### config.mk
export PLATFORM = sky130hd
export DESIGN_NAME = fir_tap_reader
export DESIGN_NICKNAME = d
export VERILOG_FILES = /design/src/rtl/fir_tap_reader.sv
export SDC_FILE = /design/constraint.sdc
export NUM_CORES = 1
export LEC_CHECK = 0
export CAP_MARGIN = 10
export CORE_UTILIZATION = 30
export DETAILED_ROUTE_END_ITERATION = 16
export GPL_TIMING_DRIVEN = 0
export PLACE_DENSITY = 0.59
export SYNTH_ARGS = -nofsm -noshare
export SYNTH_HDL_FRONTEND = slang
export SYNTH_SLANG_ARGS = --single-unit
### constraint.sdc
create_clock -name clk -period 3.6 [get_ports clk]
set_input_delay 0.72 -clock clk [delete_from_list [all_inputs] [get_ports clk]]
set_output_delay 0.72 -clock clk [all_outputs]
set_load 0.005 [all_outputs]
### src/rtl/fir_tap_reader.sv
// fir_tap_reader
//   Read-side address sequencer for the FIR sample buffer. A start latches the
//   newest-sample address. The block then walks the circular sample buffer
//   backwards (newest first) while it walks the coefficient ROM forwards. It
//   issues one (sample_addr, coef_addr) pair per accepted cycle over a
//   valid/ready handshake, and pulses done once the last pair is taken.
//
//   Ports
//     clk          rising-edge clock
//     rst          asynchronous reset, active low
//     start        one-cycle request for one output sample (IDLE only)
//     wr_addr      newest-sample address from the write side
//     rd_ready     MAC accepts the current pair this cycle
//     rd_valid     sample_addr/coef_addr hold a valid pair
//     sample_addr  sample buffer read address
//     coef_addr    coefficient ROM read address
//     first        pair is tap 0 (MAC clears its accumulator)
//     last         pair is tap TAPS-1
//     busy         high in RUN and DONE
//     done         one-cycle pulse after the last pair is accepted
module fir_tap_reader #(
  parameter int ADDR_W = 5,
  parameter int TAPS   = 32
) (
  input  logic              clk,
  input  logic              rst,
  input  logic              start,
  input  logic [ADDR_W-1:0] wr_addr,
  input  logic              rd_ready,
  output logic              rd_valid,
  output logic [ADDR_W-1:0] sample_addr,
  output logic [ADDR_W-1:0] coef_addr,
  output logic              first,
  output logic              last,
  output logic              busy,
  output logic              done
);

  typedef enum logic [1:0] {
    IDLE = 2'd0,
    RUN  = 2'd1,
    DONE = 2'd2
  } state_e;

  // One bit wider than the address so the tap index compare cannot overflow
  // even when TAPS == 2^ADDR_W.
  localparam logic [ADDR_W:0]   LAST_IDX = (ADDR_W+1)'(TAPS - 1);
  localparam logic [ADDR_W:0]   ONE_W    = (ADDR_W+1)'(1);
  localparam logic [ADDR_W-1:0] ONE      = ADDR_W'(1);

  state_e            state_q, state_d;
  logic              valid_q, valid_d;
  logic [ADDR_W-1:0] sample_q, sample_d;
  logic [ADDR_W-1:0] coef_q, coef_d;
  logic              first_q, first_d;
  logic              last_q, last_d;
  logic              busy_q, busy_d;
  logic              done_q, done_d;
  logic [ADDR_W:0]   coef_nxt;

  assign coef_nxt = {1'b0, coef_q} + ONE_W;

  always_comb begin
    state_d  = state_q;
    valid_d  = valid_q;
    sample_d = sample_q;
    coef_d   = coef_q;
    first_d  = first_q;
    last_d   = last_q;
    done_d   = 1'b0;
    unique case (state_q)
      IDLE: begin
        valid_d = 1'b0;
        first_d = 1'b0;
        last_d  = 1'b0;
        if (start) begin
          // Base address goes straight into the sample pointer; later
          // wr_addr changes are not looked at until the next accepted start.
          state_d  = RUN;
          valid_d  = 1'b1;
          sample_d = wr_addr;
          coef_d   = '0;
          first_d  = 1'b1;
          last_d   = (TAPS == 1);
        end
      end
      RUN: begin
        // Without rd_ready everything holds: the stall is free to last forever.
        if (valid_q && rd_ready) begin
          if (last_q) begin
            state_d = DONE;
            valid_d = 1'b0;
            first_d = 1'b0;
            last_d  = 1'b0;
            done_d  = 1'b1;
          end else begin
            // Decrement wraps naturally at 2^ADDR_W (circular buffer).
            sample_d = sample_q - ONE;
            coef_d   = coef_nxt[ADDR_W-1:0];
            first_d  = 1'b0;
            last_d   = (coef_nxt == LAST_IDX);
          end
        end
      end
      DONE: begin
        state_d = IDLE;
      end
      default: begin
        state_d = IDLE;
        valid_d = 1'b0;
        first_d = 1'b0;
        last_d  = 1'b0;
      end
    endcase
  end

  // busy is registered from the next state so it lines up with rd_valid/done.
  assign busy_d = (state_d != IDLE);

  always_ff @(posedge clk or negedge rst) begin
    if (!rst) begin
      state_q  <= IDLE;
      valid_q  <= 1'b0;
      sample_q <= '0;
      coef_q   <= '0;
      first_q  <= 1'b0;
      last_q   <= 1'b0;
      busy_q   <= 1'b0;
      done_q   <= 1'b0;
    end else begin
      state_q  <= state_d;
      valid_q  <= valid_d;
      sample_q <= sample_d;
      coef_q   <= coef_d;
      first_q  <= first_d;
      last_q   <= last_d;
      busy_q   <= busy_d;
      done_q   <= done_d;
    end
  end

  assign rd_valid    = valid_q;
  assign sample_addr = sample_q;
  assign coef_addr   = coef_q;
  assign first       = first_q;
  assign last        = last_q;
  assign busy        = busy_q;
  assign done        = done_q;

endmodule
== Yosys cells after proc, flatten, opt, wreduce, memory -nomap -nowiden ==
Index checks and enable logic that the tools add are counted.

* Reduce and logical (&&, ||, !) cells: 7
* Shifts and indexed selects: 0
* Bitwise logic cells: 1
* $mul: 0
* Muxes and demuxes: 24
* $add $sub $neg: 2
* $lt $le $gt $ge: 0
* Equality and inequality tests: 7
* Divide/modulo/power cells: 0

{| class="wikitable"
|+ Operators with widths
! cell !! number
|-
| 2-to-1 mux 5 bit || 6
|-
| case mux 5 bit (2 select lines) || 2
|-
| 2-to-1 mux 1 bit || 9
|-
| != test 2 bit (second input constant) || 4
|-
| adder 5 x 1 -> 6 bit (second input constant) || 1
|-
| == test 6 x 5 -> 1 bit (second input constant) || 1
|-
| 2-to-1 mux 2 bit || 3
|-
| case mux 1 bit (3 select lines) || 2
|-
| subtractor 5 x 1 -> 5 bit (second input constant) || 1
|-
| case mux 2 bit (2 select lines) || 1
|-
| AND reduction 4 bit || 1
|-
| nonzero test 2 bit || 2
|-
| AND reduction 3 bit || 1
|-
| == test 2 x 1 -> 1 bit (second input constant) || 1
|-
| == test 2 bit (second input constant) || 1
|-
| logical NOT 2 bit || 1
|-
| case mux 1 bit (2 select lines) || 1
|-
| AND reduction 2 bit || 1
|-
| logical AND 1 bit || 1
|-
| NOT 1 bit || 1
|}

* Register bits: 17
* Latch bits: 0
* ROM bits: 0
* Bits of input ports: 9
* Memories kept: 0
* Memory bits (writable): 0

== Depth between registers and ports, before layout ==
Gate-level depths: netlist of the first run.

* Depth after elaboration: 5
* Depth in mapped cells: 5
* Gate-level depth less buffers: 5

== Worst setup path before layout of the first run ==
No wires, ideal clock.

* Kind: input-to-reg
* Start point: input port rd_ready
* End point: register coef_q[1] (netlist: coef_addr[1])
* Slack: 2,047 ps
* Required time: 3,475 ps
* Cell stages on the path: 3
* Arrival: 1,428 ps
* Cell sequence: nand4b_4 a21oi_4 mux2_4

* Word-level cells in the longest chain between the ends: 3

{| class="wikitable"
|+ RTL lines
! element !! line !! RTL
|-
| start, declared || 29 || <nowiki>input logic rd_ready,</nowiki>
|-
| logical AND 1 bit || 89 || <nowiki>if (valid_q && rd_ready) begin</nowiki>
|-
| != test 2 bit (no line) || n/a ||
|-
| AND reduction 4 bit (no line) || n/a ||
|-
| end signal, assigned || 134 || <nowiki>coef_q <= coef_d;</nowiki>
|-
| end, declared || 54 || <nowiki>logic [ADDR_W-1:0] coef_q, coef_d;</nowiki>
|}

No other way between the ends.
A chain may end at the register's enable or synchronous reset.

== Worst setup path after layout of the first run ==
* Start point: register last_q (netlist: last)
* End point: output port last

{| class="wikitable"
|+ RTL lines
! element !! line !! RTL
|-
| start, declared || 56 || <nowiki>logic last_q, last_d;</nowiki>
|-
| start signal, assigned || 136 || <nowiki>last_q <= last_d;</nowiki>
|-
| end, declared || 34 || <nowiki>output logic last,</nowiki>
|}

No word-level cell between the ends.

==> run metrics, run 1 <==
synthesis-to-finish area growth 31.2%; CP max stage cell clkdlybuf4s50_1; Starting Density approximately a third; startpoint types register; Slew @ Worst Pin approximately 0.76 ns; final core utilization 42.4%; Die ar. 0.00358 mm²; post-route ant nets 0; setup_tns 0 ns; Seq/Total Area, Yosys 42.4%; Final min period ~2.1 ns; met2 Track Usage GR 19.8%; initial antenna violation count 0; first-pass GRT wire length roughly 3.8 mm; pre-CTS WS 1.32 ns; asr flop ratio synth 100%; global route hottest layer met1; Tot GR Track Use about 15%; Hold Violations, Final 0; final setup fails 0; H-Tree Depth 1; critical path peak fanout 10; Worst Hold Launch first$_DFFE_PN0P_; worst reg2reg startpoint last$_DFFE_PN0P_; setup bufs post-CTS 0; Worst Setup End Kind primary output; count leader, synth dfrtp_1; die height roughly 60 µm; R2R Path End coef_addr[3]$_DFFE_PN0P_; main flop type after synthesis dfrtp_1; total number of vias 840; CTS tree built; gpl congestion slightly above 0.8; hpwl dp 1.63 mm; total CTS buffers 3; RSZ-0062 raised after global routing false; die width 59.8 µm; register area about 430 µm²; Setup Skew between 0.003 and 0.004 ns; top cell types by occurrence after synthesis 17 x dfrtp_1, 10 x inv_1, 6 x mux2i_1, 6 x nand2_1, 6 x nand3_1; CP Data Arrival Time roughly 1.4 ns; fillers roughly 320; I/O Buffers 23; Worst IR Drop VDD roughly 320 µV; vias per cell 5.06; clock latency on the worst-skew pair about 0.30 ns; synthesized area per cell about 11 µm²; Yosys warnings 0; Yosys reg bits 17; count of cell types in the netlist 37; WP buf/inv 1; vias in the first global route 769; M1 GR Usage 21.1%; CTS Buffer Depth 2; Cells after Synth 95; CTS root buf clkbuf_4; DR WL/cell 14.0 µm; Worst path top cell family by delay buffers and inverters; Leak Pwr approximately 0.56 nW; Resize count post-CTS 0; crit-path cells clkdlybuf4s50_1; Slowest Stage Delay on Critical Path around 0.56 ns; initial drt markers 40; FF-to-FF path depth 3; worst hold margin between 0.5 and 0.6 ns; top cell type's share of synthesized area 42.4%; P per Cell Area slightly above 700 mW/mm²; worst hold path stage count 2; Fmax about 470 MHz; n_diodes 0; clk slew on worst S/H paths about 0.11 ns; Worst Hold Class register to register; Post-synth EDFFs 0; Synth Cell Area 0.00100 mm²; crit path kind register to primary output; cts hold-fix bufs 0; met3 GRT Util under 10%; boundary pin count 24; total power 0.000950 W; Pins Over Slew Limit 0; Max-Cap Viols 0; status complete, no violations; DRT Wirelength about 2.3 mm; Worst Path Required between 2 and 3 ns; synth top area cells dfrtp_1 42%, mux2i_1 6.0%, ha_1 3.7%; slack of the critical path 1.47 ns; area of the multi-input gates between 500 and 600 µm²; Core ar. 0.00310 mm²; pin count of the biggest net entering global routing 18; Synthesized Nets approximately 110; reg2reg setup slack approximately 2.0 ns; Row Count 20; Min-Delay Endpoint first$_DFFE_PN0P_; DRC Markers 0; layout cells sized above 1 between 10% and 20%; clk sinks 17; nets@finish 135; grt ovf 0; slew margin rel. 49.3%; post-synth top area cell dfrtp_1; DRT Pass-1 Iters 4; Tcrit/Tclk final between 50% and 60%
[layout by cell type, fill, tap and decap left out]
cell type / Yosys / layout
clkbuf_4: 0 / 3
a21oi_1: 1 / 1
o2111a_1: 1 / 1
mux2_4: 2 / 2
a221oi_1: 3 / 3
nor2_1: 4 / 4
a2bb2oi_1: 2 / 2
buf_6: 1 / 1
o211ai_1: 2 / 2
and2_1: 1 / 1
nand3b_1: 1 / 1
buf_2: 2 / 2
ha_1: 3 / 3
xnor2_1: 1 / 1
nor2b_1: 1 / 1
nand4bb_1: 1 / 1
nand2_1: 6 / 6
and3_1: 2 / 2
a2111o_1: 1 / 1
nand2b_1: 1 / 1
nand3_1: 6 / 6
or4_1: 2 / 2
nor4_1: 1 / 1
mux2i_1: 6 / 6
or3_1: 2 / 2
a21oi_4: 1 / 1
nand4_1: 1 / 1
a311oi_1: 1 / 1
clkdlybuf4s50_1: 0 / 23
o21ai_0: 3 / 3
clkinv_2: 0 / 1
nand2b_4: 2 / 2
inv_1: 10 / 10
or3b_1: 1 / 1
nor3b_1: 1 / 1
nand4b_4: 1 / 1
o22ai_1: 2 / 2
dfrtp_1: 17 / 17
o311ai_0: 1 / 1
a22o_1: 1 / 1
[metal layers]
layer	share of wire [%]	up-vias	routed length (µm)
li1	-	406	-
met1	51	398	1190
met2	42	32	981
met3	5.4	4	126
met4	0.91	0	21
met5	0	-	0
[state kept, by name (all words and copies together) (netlist names)]
signal,count
coef_addr,5
sample_addr,5
state_q,2
busy,1
done,1
first,1
last,1
rd_valid,1
[metrics by stage]
stage / cells / cell area, µm²
final: 166 / 1320
after global routing: 166 / 1320
after CTS: 166 / 1320
after detailed placement: 162 / 1290
after global placement: 162 / 1290
after floorplan: 95 / 1000
[power breakdown]
group / switching, W / leakage [nW] / total [W] / internal [W]
registers: 0.0000868 / 0.203 / 0.000347 / 0.000260
logic: 0.000209 / 0.341 / 0.000494 / 0.000284
clock network: 0.0000679 / 0.0177 / 0.000109 / 0.0000415
[cell type report]
type                       count  area share (%)
inverter                      10            2.85
clock inverter                 1           0.381
clock buffer                   3            1.71
sequential                    17            32.4
multi-input combinational     65            39.4
buffer                         3            1.62
timing repair buffer          23            17.5
tap                           44            4.19
[worst max path at each step]
stage	startpoint	end	cells after the start
2_1_floorplan	rd_ready	coef_addr[1]$_DFFE_PN0P_	3
3_3_place_gp	start	coef_addr[1]$_DFFE_PN0P_	4
3_5_place_dp	rd_ready	coef_addr[3]$_DFFE_PN0P_	4
4_1_cts	last$_DFFE_PN0P_	last	1
5_1_grt	last$_DFFE_PN0P_	last	1
6_report	last$_DFFE_PN0P_	last	1
[kinds of logic (layout without fill, tap and decap cells)]
logic type	count (synthesis)	count (layout)	synth area share, %
DFF	17	17	42.4
and+or+nand+nor	34	34	22.5
xor gates and xnor gates	1	1	0.874
buffers and inverters	13	40	5.87
muxes	8	8	8.99
adders and majority gates	3	3	3.75
AOI/OAI and AO/OA	19	19	15.6
Note: power is estimated with default switching activity, not from simulation.
==> inputs of run 2 (changes only) <==
clock period = 2.22 ns   (was 3.6 ns; I/O delays follow)
==> results of run 2 <==
The final DEF is identical to that of run 1. Status: complete, no violations.
Main changes from that run: setup slack after placement 1.32 ns -> 0.217 ns; setup slack after layout 1.47 ns -> 0.364 ns; register-to-register setup slack 2.02 ns -> 0.64 ns; total power 0.000950 W -> 0.00154 W; worst IR drop on VDD 323 µV -> 523 µV
==> inputs of run 3 (changes only) <==
clock period = 1.75 ns   (was 2.22 ns; I/O delays follow)
==> run metrics, run 3 (synthesis results as in run 1) <==
initial drt markers 45 (+13%); P per Cell Area roughly 1500 mW/mm²; Worst Hold Class input port to asynchronous set/reset pin; pin count of the biggest net entering global routing 18 (unchanged); WP buf/inv 1 (unchanged); nets@finish 137 (+1.5%); hpwl dp 1.63 mm (unchanged); total number of vias 854 (+1.7%); Leak Pwr 0.574 nW (+2.1%); slack of the critical path around 0.078 ns; Worst path top cell family by delay buffers and inverters; n_diodes 0 (unchanged); total CTS buffers 3 (unchanged); DRC Markers 0 (unchanged); I/O Buffers 23 (unchanged); Slew @ Worst Pin 0.761 ns (+0.00210 ns); Tot GR Track Use 14.6% (unchanged); Hold Violations, Final 0 (unchanged); setup_tns 0 ns (unchanged); clk sinks 17 (unchanged); DRT Wirelength 2.33 mm (+0.65%); post-route ant nets 0 (unchanged); final setup fails 0 (unchanged); crit-path cells clkdlybuf4s50_1; gpl congestion 0.807 (unchanged); DRT Pass-1 Iters 4 (unchanged); Worst Setup End Kind primary output; FF-to-FF path depth 4 (+1); Row Count 20 (unchanged); Design Area, Final 0.00134 mm² (+2.2%); layout cells sized above 1 12.9% (+2.2 points); vias in the first global route 769 (unchanged); startpoint types register; DR WL/cell 13.9 µm (-0.55%); CP Depth 1 (unchanged); non-filler instance count after layout 168 (+1.2%); Final min period approximately 1.7 ns; synthesis-to-finish area growth 34.1%; Core ar. 0.00310 mm² (unchanged); initial antenna violation count 0 (unchanged); crit path kind register to primary output; Slowest Stage Delay on Critical Path 0.54 ns (-0.02 ns); clk slew on worst S/H paths 0.11 ns (about the same); most common cell after layout, fill and taps aside clkdlybuf4s50_1; Tcrit/Tclk final between 90 and 100%; grt ovf 0 (unchanged); CTS tree built; clock latency on the worst-skew pair 0.30 ns (about the same); CTS root buf clkbuf_4; cts hold-fix bufs 0 (unchanged); Die ar. 0.00358 mm² (unchanged); pre-CTS WS -0.159 ns; CP max stage cell clkdlybuf4s50_1; Fmax 598 MHz; H-Tree Depth 1 (unchanged); die width 59.8 µm (unchanged); first-pass GRT wire length 3.77 mm (unchanged); die height 59.8 µm (unchanged); Worst Path Required between 1 and 1.5 ns; status complete, no violations; slew margin rel. 49.1% (-0.14 points); Setup Skew 0.00409 ns (+0.000506 ns); boundary pin count 24 (unchanged); DP Area 0.00129 mm² (unchanged); Max-Cap Viols 0 (unchanged); vias per cell 5.08 (+0.46%); Cells after DPL 162 (unchanged); CTS Buffer Depth 2 (unchanged); CP Data Arrival Time 1.32 ns (-0.09 ns); fillers 317 (-1.2%); Starting Density 32.3% (unchanged); Worst IR Drop VDD ~670 µV; Pins Over Slew Limit 0 (unchanged); RSZ-0062 raised after global routing false; most frequent cells in the layout 23 x clkdlybuf4s50_1, 16 x dfrtp_1, 10 x inv_1; critical path peak fanout 6 (-4)
-- run 3: metrics by stage --
| stage | hold slack [ns] | total power, W | utilization, % |
|---|---|---|---|
| after floorplan | 0.0544 | 0.00129 | - |
| after global placement | 0.522 | 0.00172 | 41.5 |
| after detailed placement | 0.531 | 0.00174 | 41.5 |
| after CTS | 0.521 | 0.00198 | 42.4 |
| after global routing | 0.554 | 0.00217 | 43.3 |
| final | 0.482 | 0.00200 | 43.3 |
-- run 3: final timing paths --
kind / startpoint / slack, ns / end
max: rd_valid$_DFFE_PN0P_ / 0.08 / rd_valid
max reg2reg: last$_DFFE_PN0P_ / 0.15 / coef_addr[3]$_DFFE_PN0P_
min in group clk: first$_DFFE_PN0P_ / 0.55 / first$_DFFE_PN0P_
min reg2reg: first$_DFFE_PN0P_ / 0.55 / first$_DFFE_PN0P_
max in group asynchronous: rst / 0.75 / last$_DFFE_PN0P_
min: rst / 0.48 / coef_addr[3]$_DFFE_PN0P_
-- run 3: worst reg2reg max path, stage by stage, from the launching register on --
cell      delay, ns
dfrtp_2        0.45
buf_12         0.14
nand4b_4       0.22
a21oi_4        0.35
mux2_4         0.33
-- run 3: area by class of cell --
| class | count | area [µm²] | area share [%] |
|---|---|---|---|
| Tap cell | 44 | 55.1 | 4.10 |
| Buffer | 3 | 21.3 | 1.58 |
| Inverter | 10 | 37.5 | 2.79 |
| Sequential cell | 17 | 427 | 31.8 |
| Multi-Input combinational cell | 65 | 518 | 38.5 |
| Clock buffer | 3 | 22.5 | 1.68 |
| Timing Repair Buffer | 25 | 258 | 19.2 |
| Clock inverter | 1 | 5.00 | 0.372 |
-- run 3: metal layers --
layer | global-route usage, % | share of wire (%) | vias up
met5 | 0 | 0 | -
met4 | 6.31 | 1.2 | 0
met3 | 4.33 | 5.1 | 6
met2 | 19.8 | 42 | 34
met1 | 21.1 | 51 | 403
li1 | - | - | 411
-- run 3: power breakdown --
group	internal [W]	switching, W
combinational	0.000618	0.000449
clock	0.0000853	0.000140
sequential	0.000536	0.000169
-- run 3: what timing repair did --
action,4_1_cts,5_1_grt
setup buffers,0,2
gates resized for setup,1,0
endpoints found under the setup margin,1,1
